<file path="config.mk">
export PLATFORM = sky130hd
export DESIGN_NAME = if_id_reg_flat
export DESIGN_NICKNAME = d
export VERILOG_FILES = /design/src/rtl/if_id_reg_pkg.sv /design/src/rtl/if_id_reg_if.sv /design/src/rtl/if_id_reg_perf_sat_counter.sv /design/src/rtl/if_id_reg.sv /design/src/flat_wrapper.sv
export SDC_FILE = /design/constraint.sdc
export NUM_CORES = 1
export LEC_CHECK = 0
export ABC_CLOCK_PERIOD_IN_PS = 2050
export BUFFER_PORTS_ARGS = -buffer_cell sky130_fd_sc_hd__buf_4
export CAP_MARGIN = 20
export CORE_ASPECT_RATIO = 0.75
export CORE_MARGIN = 3
export CORE_UTILIZATION = 45
export DETAILED_ROUTE_END_ITERATION = 10
export GPL_ROUTABILITY_DRIVEN = 1
export PLACE_DENSITY = 0.9
export RECOVER_POWER = 100
export SLEW_MARGIN = 20
export SYNTH_ARGS = -nofsm -noshare
export SYNTH_HDL_FRONTEND = slang
export SYNTH_SLANG_ARGS = --single-unit
</file>
<file path="constraint.sdc">
create_clock -name clk -period 2.05 [get_ports clk]
set_input_delay 0.205 -clock clk [delete_from_list [all_inputs] [get_ports clk]]
set_output_delay 0.205 -clock clk [all_outputs]
set_load 0.02 [all_outputs]
</file>
<file path="src/rtl/if_id_reg_pkg.sv">
// IF/ID pipeline register shared definitions: exception codes, reset/handler PCs, stage record.
// Latency: n/a (constants, types and a pure helper function only).
// Backpressure: n/a. Optional IF_ID_PERF_CNT_EN build adds stall/bubble counters to the register.
package if_id_reg_pkg;

  // Exception codes carried alongside each fetched instruction
  localparam logic [5:0] EXC_NONE = 6'd0;
  localparam logic [5:0] EXC_INT  = 6'd0;
  localparam logic [5:0] EXC_ADEL = 6'd4;
  localparam logic [5:0] EXC_RI   = 6'd10;

  // PC after reset, PC loaded on an exception/interrupt redirect, bubble instruction word
  localparam logic [31:0] RESET_PC   = 32'h0000_3000;
  localparam logic [31:0] HANDLER_PC = 32'h0000_4180;
  localparam logic [31:0] NOP        = 32'h0000_0000;

  // Everything held for one decode-stage slot
  typedef struct packed {
    logic [31:0] pc;
    logic [31:0] instr;
    logic [5:0]  exc;
    logic        bd;
    logic        valid;
  } id_stage_t;

  // Return address written by jal/jalr: skips the branch and its delay slot.
  // Plain 32-bit add, so the carry out is dropped and the result wraps.
  function automatic logic [31:0] link_addr(input logic [31:0] pc);
    return pc + 32'd8;
  endfunction

endpackage

</file>
<file path="src/rtl/if_id_reg_if.sv">
// Fetch-to-decode bundle: control (EN/flush/req), fetch-side *_F fields and decode-side *_D fields.
// Latency: n/a (wiring only); the register that uses it adds exactly one cycle.
// Backpressure: EN = 0 stalls the consumer; req/flush override the stall. IF_ID_PERF_CNT_EN adds counters.
interface if_id_reg_if;

  // Control from the hazard unit and CP0
  logic        EN;
  logic        flush;
  logic        req;

  // Fetch stage
  logic [31:0] PC_F;
  logic [31:0] instr_F;
  logic [5:0]  ExcCode_F;
  logic        BD_F;

  // Decode stage
  logic [31:0] PC_D;
  logic [31:0] instr_D;
  logic [31:0] PC8_D;
  logic [5:0]  ExcCode_D;
  logic        BD_D;
  logic        valid_D;

`ifdef IF_ID_PERF_CNT_EN
  logic [31:0] stall_cnt;
  logic [31:0] bubble_cnt;
`endif

  // Pipeline control and fetch side: drives the register
  modport master (
    output EN, flush, req, PC_F, instr_F, ExcCode_F, BD_F,
`ifdef IF_ID_PERF_CNT_EN
    input  stall_cnt, bubble_cnt,
`endif
    input  PC_D, instr_D, PC8_D, ExcCode_D, BD_D, valid_D
  );

  // The IF/ID register itself
  modport slave (
    input  EN, flush, req, PC_F, instr_F, ExcCode_F, BD_F,
`ifdef IF_ID_PERF_CNT_EN
    output stall_cnt, bubble_cnt,
`endif
    output PC_D, instr_D, PC8_D, ExcCode_D, BD_D, valid_D
  );

endinterface

</file>
<file path="src/rtl/if_id_reg_perf_sat_counter.sv">
// 32-bit event counter that sticks at all-ones instead of wrapping; only built with IF_ID_PERF_CNT_EN.
// Latency: count visible one cycle after the enabling edge.
// Backpressure: none; en_i is sampled every cycle.
`ifdef IF_ID_PERF_CNT_EN
module perf_sat_counter (
  input  logic        clk,
  input  logic        rst_n,
  input  logic        en_i,
  output logic [31:0] cnt_o
);

  logic [31:0] cnt_q;
  logic [31:0] cnt_d;

  // Count enabled events, stop once every bit is set
  always_comb begin
    cnt_d = cnt_q;
    if (en_i && (cnt_q != 32'hFFFF_FFFF)) begin
      cnt_d = cnt_q + 32'd1;
    end
  end

  // Counter state, cleared by the asynchronous reset
  always_ff @(posedge clk or negedge rst_n) begin
    if (!rst_n) begin
      cnt_q <= 32'd0;
    end else begin
      cnt_q <= cnt_d;
    end
  end

  assign cnt_o = cnt_q;

endmodule
`endif

</file>
<file path="src/rtl/if_id_reg.sv">
// IF/ID pipeline register: latches fetch PC/instr/exception/delay-slot flag, adds valid, precomputes PC+8.
// Latency: one cycle from *_F to *_D; outputs come only from flops (PC8_D is an adder on the PC flop).
// Backpressure: EN = 0 holds; flush inserts a bubble at PC_F; req inserts a bubble at HANDLER_PC. IF_ID_PERF_CNT_EN adds counters.
module if_id_reg #(
  parameter logic [31:0] RESET_PC   = if_id_reg_pkg::RESET_PC,
  parameter logic [31:0] HANDLER_PC = if_id_reg_pkg::HANDLER_PC,
  parameter logic [31:0] NOP        = if_id_reg_pkg::NOP
) (
  input  logic         clk,
  input  logic         reset,
  if_id_reg_if.slave   bus
);

  import if_id_reg_pkg::*;

  id_stage_t stage_q;
  id_stage_t stage_d;

  // Priority req > flush > stall > load. A redirect or flush must never be
  // blocked by a stall, otherwise a wrong-path instruction would survive in decode.
  // A faulting fetch keeps its PC and code (needed for EPC) but its word is
  // replaced by NOP so decode never acts on garbage from a bad address.
  always_comb begin
    stage_d = stage_q;
    if (bus.req) begin
      stage_d = '{pc: HANDLER_PC, instr: NOP, exc: EXC_NONE, bd: 1'b0, valid: 1'b0};
    end else if (bus.flush) begin
      stage_d = '{pc: bus.PC_F, instr: NOP, exc: EXC_NONE, bd: 1'b0, valid: 1'b0};
    end else if (bus.EN) begin
      stage_d.pc    = bus.PC_F;
      stage_d.instr = (bus.ExcCode_F == EXC_NONE) ? bus.instr_F : NOP;
      stage_d.exc   = bus.ExcCode_F;
      stage_d.bd    = bus.BD_F;
      stage_d.valid = 1'b1;
    end
  end

  // Stage register; reset takes effect immediately, without a clock edge
  always_ff @(posedge clk or negedge reset) begin
    if (!reset) begin
      stage_q <= '{pc: RESET_PC, instr: NOP, exc: EXC_NONE, bd: 1'b0, valid: 1'b0};
    end else begin
      stage_q <= stage_d;
    end
  end

  assign bus.PC_D      = stage_q.pc;
  assign bus.instr_D   = stage_q.instr;
  assign bus.ExcCode_D = stage_q.exc;
  assign bus.BD_D      = stage_q.bd;
  assign bus.valid_D   = stage_q.valid;
  assign bus.PC8_D     = link_addr(stage_q.pc);

`ifdef IF_ID_PERF_CNT_EN
  logic stall_evt;
  logic bubble_evt;

  // Classify each edge: a stall is a pure hold, a bubble is any flush or redirect
  always_comb begin
    stall_evt  = !bus.EN && !bus.flush && !bus.req;
    bubble_evt = bus.flush || bus.req;
  end

  perf_sat_counter u_stall_cnt (
    .clk   (clk),
    .rst_n (reset),
    .en_i  (stall_evt),
    .cnt_o (bus.stall_cnt)
  );

  perf_sat_counter u_bubble_cnt (
    .clk   (clk),
    .rst_n (reset),
    .en_i  (bubble_evt),
    .cnt_o (bus.bubble_cnt)
  );
`endif

endmodule

</file>
<file path="src/flat_wrapper.sv">
// flat-port wrapper written by rule: the top's interface ports become plain ports
module if_id_reg_flat import if_id_reg_pkg::*;
#(
  parameter logic [31:0] RESET_PC   = if_id_reg_pkg::RESET_PC,
  parameter logic [31:0] HANDLER_PC = if_id_reg_pkg::HANDLER_PC,
  parameter logic [31:0] NOP        = if_id_reg_pkg::NOP
)
  (clk, reset, bus_EN, bus_flush, bus_req, bus_PC_F, bus_instr_F, bus_ExcCode_F, bus_BD_F, bus_PC_D, bus_instr_D, bus_PC8_D, bus_ExcCode_D, bus_BD_D, bus_valid_D);
  if_id_reg_if bus_i ();
  input  logic clk;
  input  logic reset;
  input wire logic [$bits(bus_i.EN)-1:0] bus_EN;
  input wire logic [$bits(bus_i.flush)-1:0] bus_flush;
  input wire logic [$bits(bus_i.req)-1:0] bus_req;
  input wire logic [$bits(bus_i.PC_F)-1:0] bus_PC_F;
  input wire logic [$bits(bus_i.instr_F)-1:0] bus_instr_F;
  input wire logic [$bits(bus_i.ExcCode_F)-1:0] bus_ExcCode_F;
  input wire logic [$bits(bus_i.BD_F)-1:0] bus_BD_F;
  output wire logic [$bits(bus_i.PC_D)-1:0] bus_PC_D;
  output wire logic [$bits(bus_i.instr_D)-1:0] bus_instr_D;
  output wire logic [$bits(bus_i.PC8_D)-1:0] bus_PC8_D;
  output wire logic [$bits(bus_i.ExcCode_D)-1:0] bus_ExcCode_D;
  output wire logic [$bits(bus_i.BD_D)-1:0] bus_BD_D;
  output wire logic [$bits(bus_i.valid_D)-1:0] bus_valid_D;
  assign bus_i.EN = bus_EN;
  assign bus_i.flush = bus_flush;
  assign bus_i.req = bus_req;
  assign bus_i.PC_F = bus_PC_F;
  assign bus_i.instr_F = bus_instr_F;
  assign bus_i.ExcCode_F = bus_ExcCode_F;
  assign bus_i.BD_F = bus_BD_F;
  assign bus_PC_D = bus_i.PC_D;
  assign bus_instr_D = bus_i.instr_D;
  assign bus_PC8_D = bus_i.PC8_D;
  assign bus_ExcCode_D = bus_i.ExcCode_D;
  assign bus_BD_D = bus_i.BD_D;
  assign bus_valid_D = bus_i.valid_D;
  if_id_reg #(.RESET_PC(RESET_PC), .HANDLER_PC(HANDLER_PC), .NOP(NOP)) u_core (.clk(clk), .reset(reset), .bus(bus_i));
endmodule
</file>
; ---- Word level (Yosys, flattened, before mapping)
; Index checks and enable logic that the tools add are counted.
[classes]
addsub = 1
n_mux = 4
n_reduce_logical = 2
[ops]
columns = operator, count
row1 = $mux 72, 3
row2 = $add 32x4->32 const B, 1
row3 = $mux 32, 1
row4 = $logic_not 6->1, 1
row5 = $reduce_bool 3->1, 1
[word_totals]
register_bits = 72
inputBits = 76
wordCells = 12

; ---- Depth between registers and ports, before layout
[depth]
depth_word = 5
ltp_mapped = 7
depth_no_buf = 5

; ---- Worst setup path before layout
; Ideal clock, no wire load.
[synth_timing]
path_type = reg2out
start = register u_core.stage_q (netlist bit u_core.bus.PC_D[3])
end = output bus_PC8_D[31]
arrival_ps = 2015
slack_ps = -170
path_stages_with_launch = 6
path_buffers = 0
path_cell_list = dfrtp_1 > ha_1 > nand4_1 > nor3_1 > nand4_1 > xnor2_1
[synth_via]
elab_chain_len = 1
[synth_rtl]
columns = element, line_no
row1 = start: declaration, if_id_reg.sv:16  ; id_stage_t stage_q;
row2 = start signal: assignment, if_id_reg.sv:41  ; stage_q <= '{pc: RESET_PC, instr: NOP, exc: EXC_NONE, bd: 1'b0, valid: 1'b0};
row3 = start signal: assignment, if_id_reg.sv:43  ; stage_q <= stage_d;
row4 = $add 32x4->32, if_id_reg_pkg.sv:29  ; return pc + 32'd8;
row5 = end: declaration, flat_wrapper.sv:21  ; output wire logic [$bits(bus_i.PC8_D)-1:0] bus_PC8_D;
; Every way passes these cells.

; ---- Worst setup path in the final report
[layout_timing]
start = register u_core.stage_q (netlist bit u_core.bus.PC_D[3])
end = output bus_PC8_D[27]
; Same word-level chain as after synthesis.

==> run_results.csv <==
group,metric,value,unit
routing,drtPass1Iterations,4,
die,dieHeight,80.6,um
die,start_util,47.8,%
timing,fin_worst_hold_slack,0.0639,ns
timing,setup_slack,-0.177,ns
layout,multi_input_area,0.00150,mm^2
setup_path,crit_slowest_cell,"dfrtp_1",
timing,finalHoldViolCount,0,
layout,finalNetCount,580,
routing,ant_nets,0,
setup_path,cp_max_fo,9,
placement,port_buffers,179,
layout,antenna_cells,0,
timing,rsz0062_at_grt,"true",
global_routing,antenna_found_initial,0,
clocking,path_clk_slew,0.08,ns
synthesis,syn_nets,393,
routing,drt-vias-per-instance,5.18,
global_routing,grt_pass1_vias,3100,
setup_path,crit_path_end_kind,"primary output",
clocking,cts_inserted_buffers,9,
routing,post_drt_wl_per_cell,16.5,um
timing,slew_violations,73,
power_and_ir_drop,ir_drop,0.458,mV
timing,skew,0,ns
layout,fillers,547,
global_routing,grt-ovfl-total,0,
setup_path,crit_arrival,2.02,ns
placement,dpl.hpwl,7100,um
power_and_ir_drop,leakage,2.36,nW
outcome,status,"finished with violations",
routing,drtIter0Drc,175,
power_and_ir_drop,power_density,651,mW/mm^2
layout,regArea,0.00181,mm^2
layout,area_growth,48.4,%
synthesis,syn_area_per_cell,10.6,um^2
synthesis,netlist_instances,316,
worst_hold_path,min_from,"bus_instr_F[26]",
placement,gp_congestion,0.856,
clocking,cts.sinks,72,
setup_path,required,1.85,ns
timing,tns,-1.32,ns
synthesis,ys_dominant_reg_cell,"dfrtp_1",
routing,drc_errors,0,
routing,routed_wl,10000,um
timing,worstMarginPinSlew,1.59,ns
synthesis,async_flop_share,100,%
clocking,clkLatencyLatePin,0.35,ns
die,dieArea,0.00851,mm^2
die,fp.dieW,106,um
worst_hold_path,min_path_type,"input pin to register",
die,ios,180,
global_routing,grt_max_degree,73,
synthesis,yosysUniqueCellTypes,27,
clocking,clockBufferDepth,2,
synthesis,ys_warn_count,0,
setup_path,slowest_delay,0.40,ns
timing,finalSetupViolations,18,
setup_path,critPathKind,"register to primary output",
setup_path,cp-start-kind,"register",
routing,via_count,3137,
timing,finalCriticalPeriod,2.23,ns
setup_path,timing.rr.start,"u_core.bus.PC_D[8]$_DFFE_PN0P_",
clocking,cts_root_buf,"clkbuf_8",
clocking,cts_htree_levels,3,
synthesis,synth_edf_count,0,
layout,drive_above_1_share,37.4,%
synthesis,synth_seq_cells,72,
timing,max_freq,449,MHz
placement,dp_slack,0.111,ns
setup_path,cp_common_cell,"nand4_1",
die,row_count,26,
timing,fin_crit_sh,109,%
job,drv_cap,1,
global_routing,grt_usage,23.2,%
layout,fin_util,70.9,%
setup_path,crit_start,"u_core.bus.PC_D[3]$_DFFE_PN0P_",
global_routing,grt_pass1_wl,15500,um
synthesis,ys_seq_area_share,54.0,%
synthesis,syn_area,0.00334,mm^2
timing,slew-limit-headroom,-5.87,%
clocking,cts_tree,"done",
die,core_area,0.00699,mm^2
setup_path,crit_chain,"ha_2 -> nand4_1 -> nor3_2 -> buf_6 -> nand4_1 -> xnor2_1 -> buf_4",
outcome,violations,"capacitance limit, slew limit, setup timing",
==> final timing paths <==
check / slack [ns] / depth (start not counted) / endpoint
setup / recovery: -0.18 / 7 / bus_PC8_D[27]
hold / removal: 0.06 / 2 / u_core.bus.instr_D[26]$_DFFE_PN0P_
setup reg to reg: 1.07 / 4 / u_core.bus.PC_D[8]$_DFFE_PN0P_
hold reg to reg: 0.51 / 2 / u_core.bus.valid_D$_DFFE_PN0P_
max in group asynchronous: 0.17 / 2 / u_core.bus.PC_D[6]$_DFFE_PN0P_
min in group asynchronous: 0.80 / 2 / u_core.bus.ExcCode_D[3]$_DFFE_PN0P_
==> report_power, final <==
part | internal, mW | switching [mW]
clock network | 0.561 | 0.555
registers | 1.47 | 0.0611
logic | 0.270 | 0.309
==> synth_stat cells, drive strengths merged, types with 7 or more instances <==
master | instances | area share, %
nor2 | 15 | 1.7
dfrtp | 70 | 52
a22o | 32 | 8.4
o21ai | 31 | 4.6
nand2 | 36 | 4.0
nand2b | 30 | 5.6
mux2i | 7 | 2.1
clkbuf | 13 | 1.5
xnor2 | 21 | 5.5
buf | 10 | 2.5
nand4 | 10 | 1.9
nand3 | 11 | 1.6
==> repair_timing <==
item,CTS,global route
hold buffers,1,0
resized for setup,14,11
pin swaps,3,8
setup endpoints to repair,19,19
cloned,1,0
endpoints found under the hold margin,8,0
buffers inserted,7,1
==> flip-flops by register name, summed over array words and instances (netlist names) <==
name and count:
u_core.bus.instr_D 32, u_core.bus.PC_D 32, u_core.bus.BD_D 1, u_core.bus.ExcCode_D 6, u_core.bus.valid_D 1
==> cells by family after synthesis <==
| group | Yosys count | synth area share [%] |
|---|---|---|
| adders and majority gates | 1 | 0.374 |
| xor gates and xnor gates | 27 | 7.08 |
| AOI/OAI and AO/OA | 64 | 13.2 |
| DFF | 72 | 54.0 |
| muxes | 7 | 2.10 |
| buffers and inverters | 25 | 4.16 |
| and+or+nand+nor | 120 | 19.1 |
==> cells in the final DEF, fill, tap and decap left out, drive strengths merged <==
| cell | instances |
|---|---|
| nand2b | 30 |
| xnor2 | 21 |
| nand4 | 10 |
| a22o | 32 |
| clkinvlp | 3 |
| or2 | 1 |
| a21oi | 1 |
| nand3 | 11 |
| dfrtp | 70 |
| dlygate4sd3 | 1 |
| nor2 | 15 |
| mux2i | 7 |
| o21ai | 31 |
| clkbuf | 60 |
| and4 | 3 |
| clkinv | 2 |
| nand2 | 36 |
| bufinv | 1 |
| and2 | 4 |
| dfstp | 2 |
| buf | 147 |
| nor4 | 2 |
| ha | 1 |
| and3 | 4 |
| xor2 | 6 |
| nor3 | 3 |
| inv | 3 |
| or4 | 1 |
==> per-layer routing <==
metal  GRT usage [%]  wire length (um)
met5               0                 0
met4            8.15               149
met3            8.35               971
met2            38.3              4760
met1            28.3              4130
==> worst max-delay path, delay by kind of cell, from the launching register on <==
kind	cells	cell delay, ns
flops	1	0.40
simple gates	3	0.49
buf+inv	2	0.34
xor+xnor	1	0.22
fa+ha+maj	1	0.21
==> metrics by stage <==
stage	total power, mW	instances	area, um^2
3_5_place_dp	2.13	580	4800
6_report	3.23	606	4960
5_1_grt	3.37	606	4960
4_1_cts	3.27	605	5110
3_3_place_gp	2.12	580	4800
2_1_floorplan	1.80	316	3360
==> cell type report <==
cell class	instances	share of cell area [%]
well taps	98	2.47
clock inverters	7	1.44
flip-flops and latches	72	36.5
multi-input cells	219	30.1
clock buffers	9	2.50
repair buffers	199	26.8
inverters	2	0.151
No activity file was read; power rests on OpenSTA's default activity.
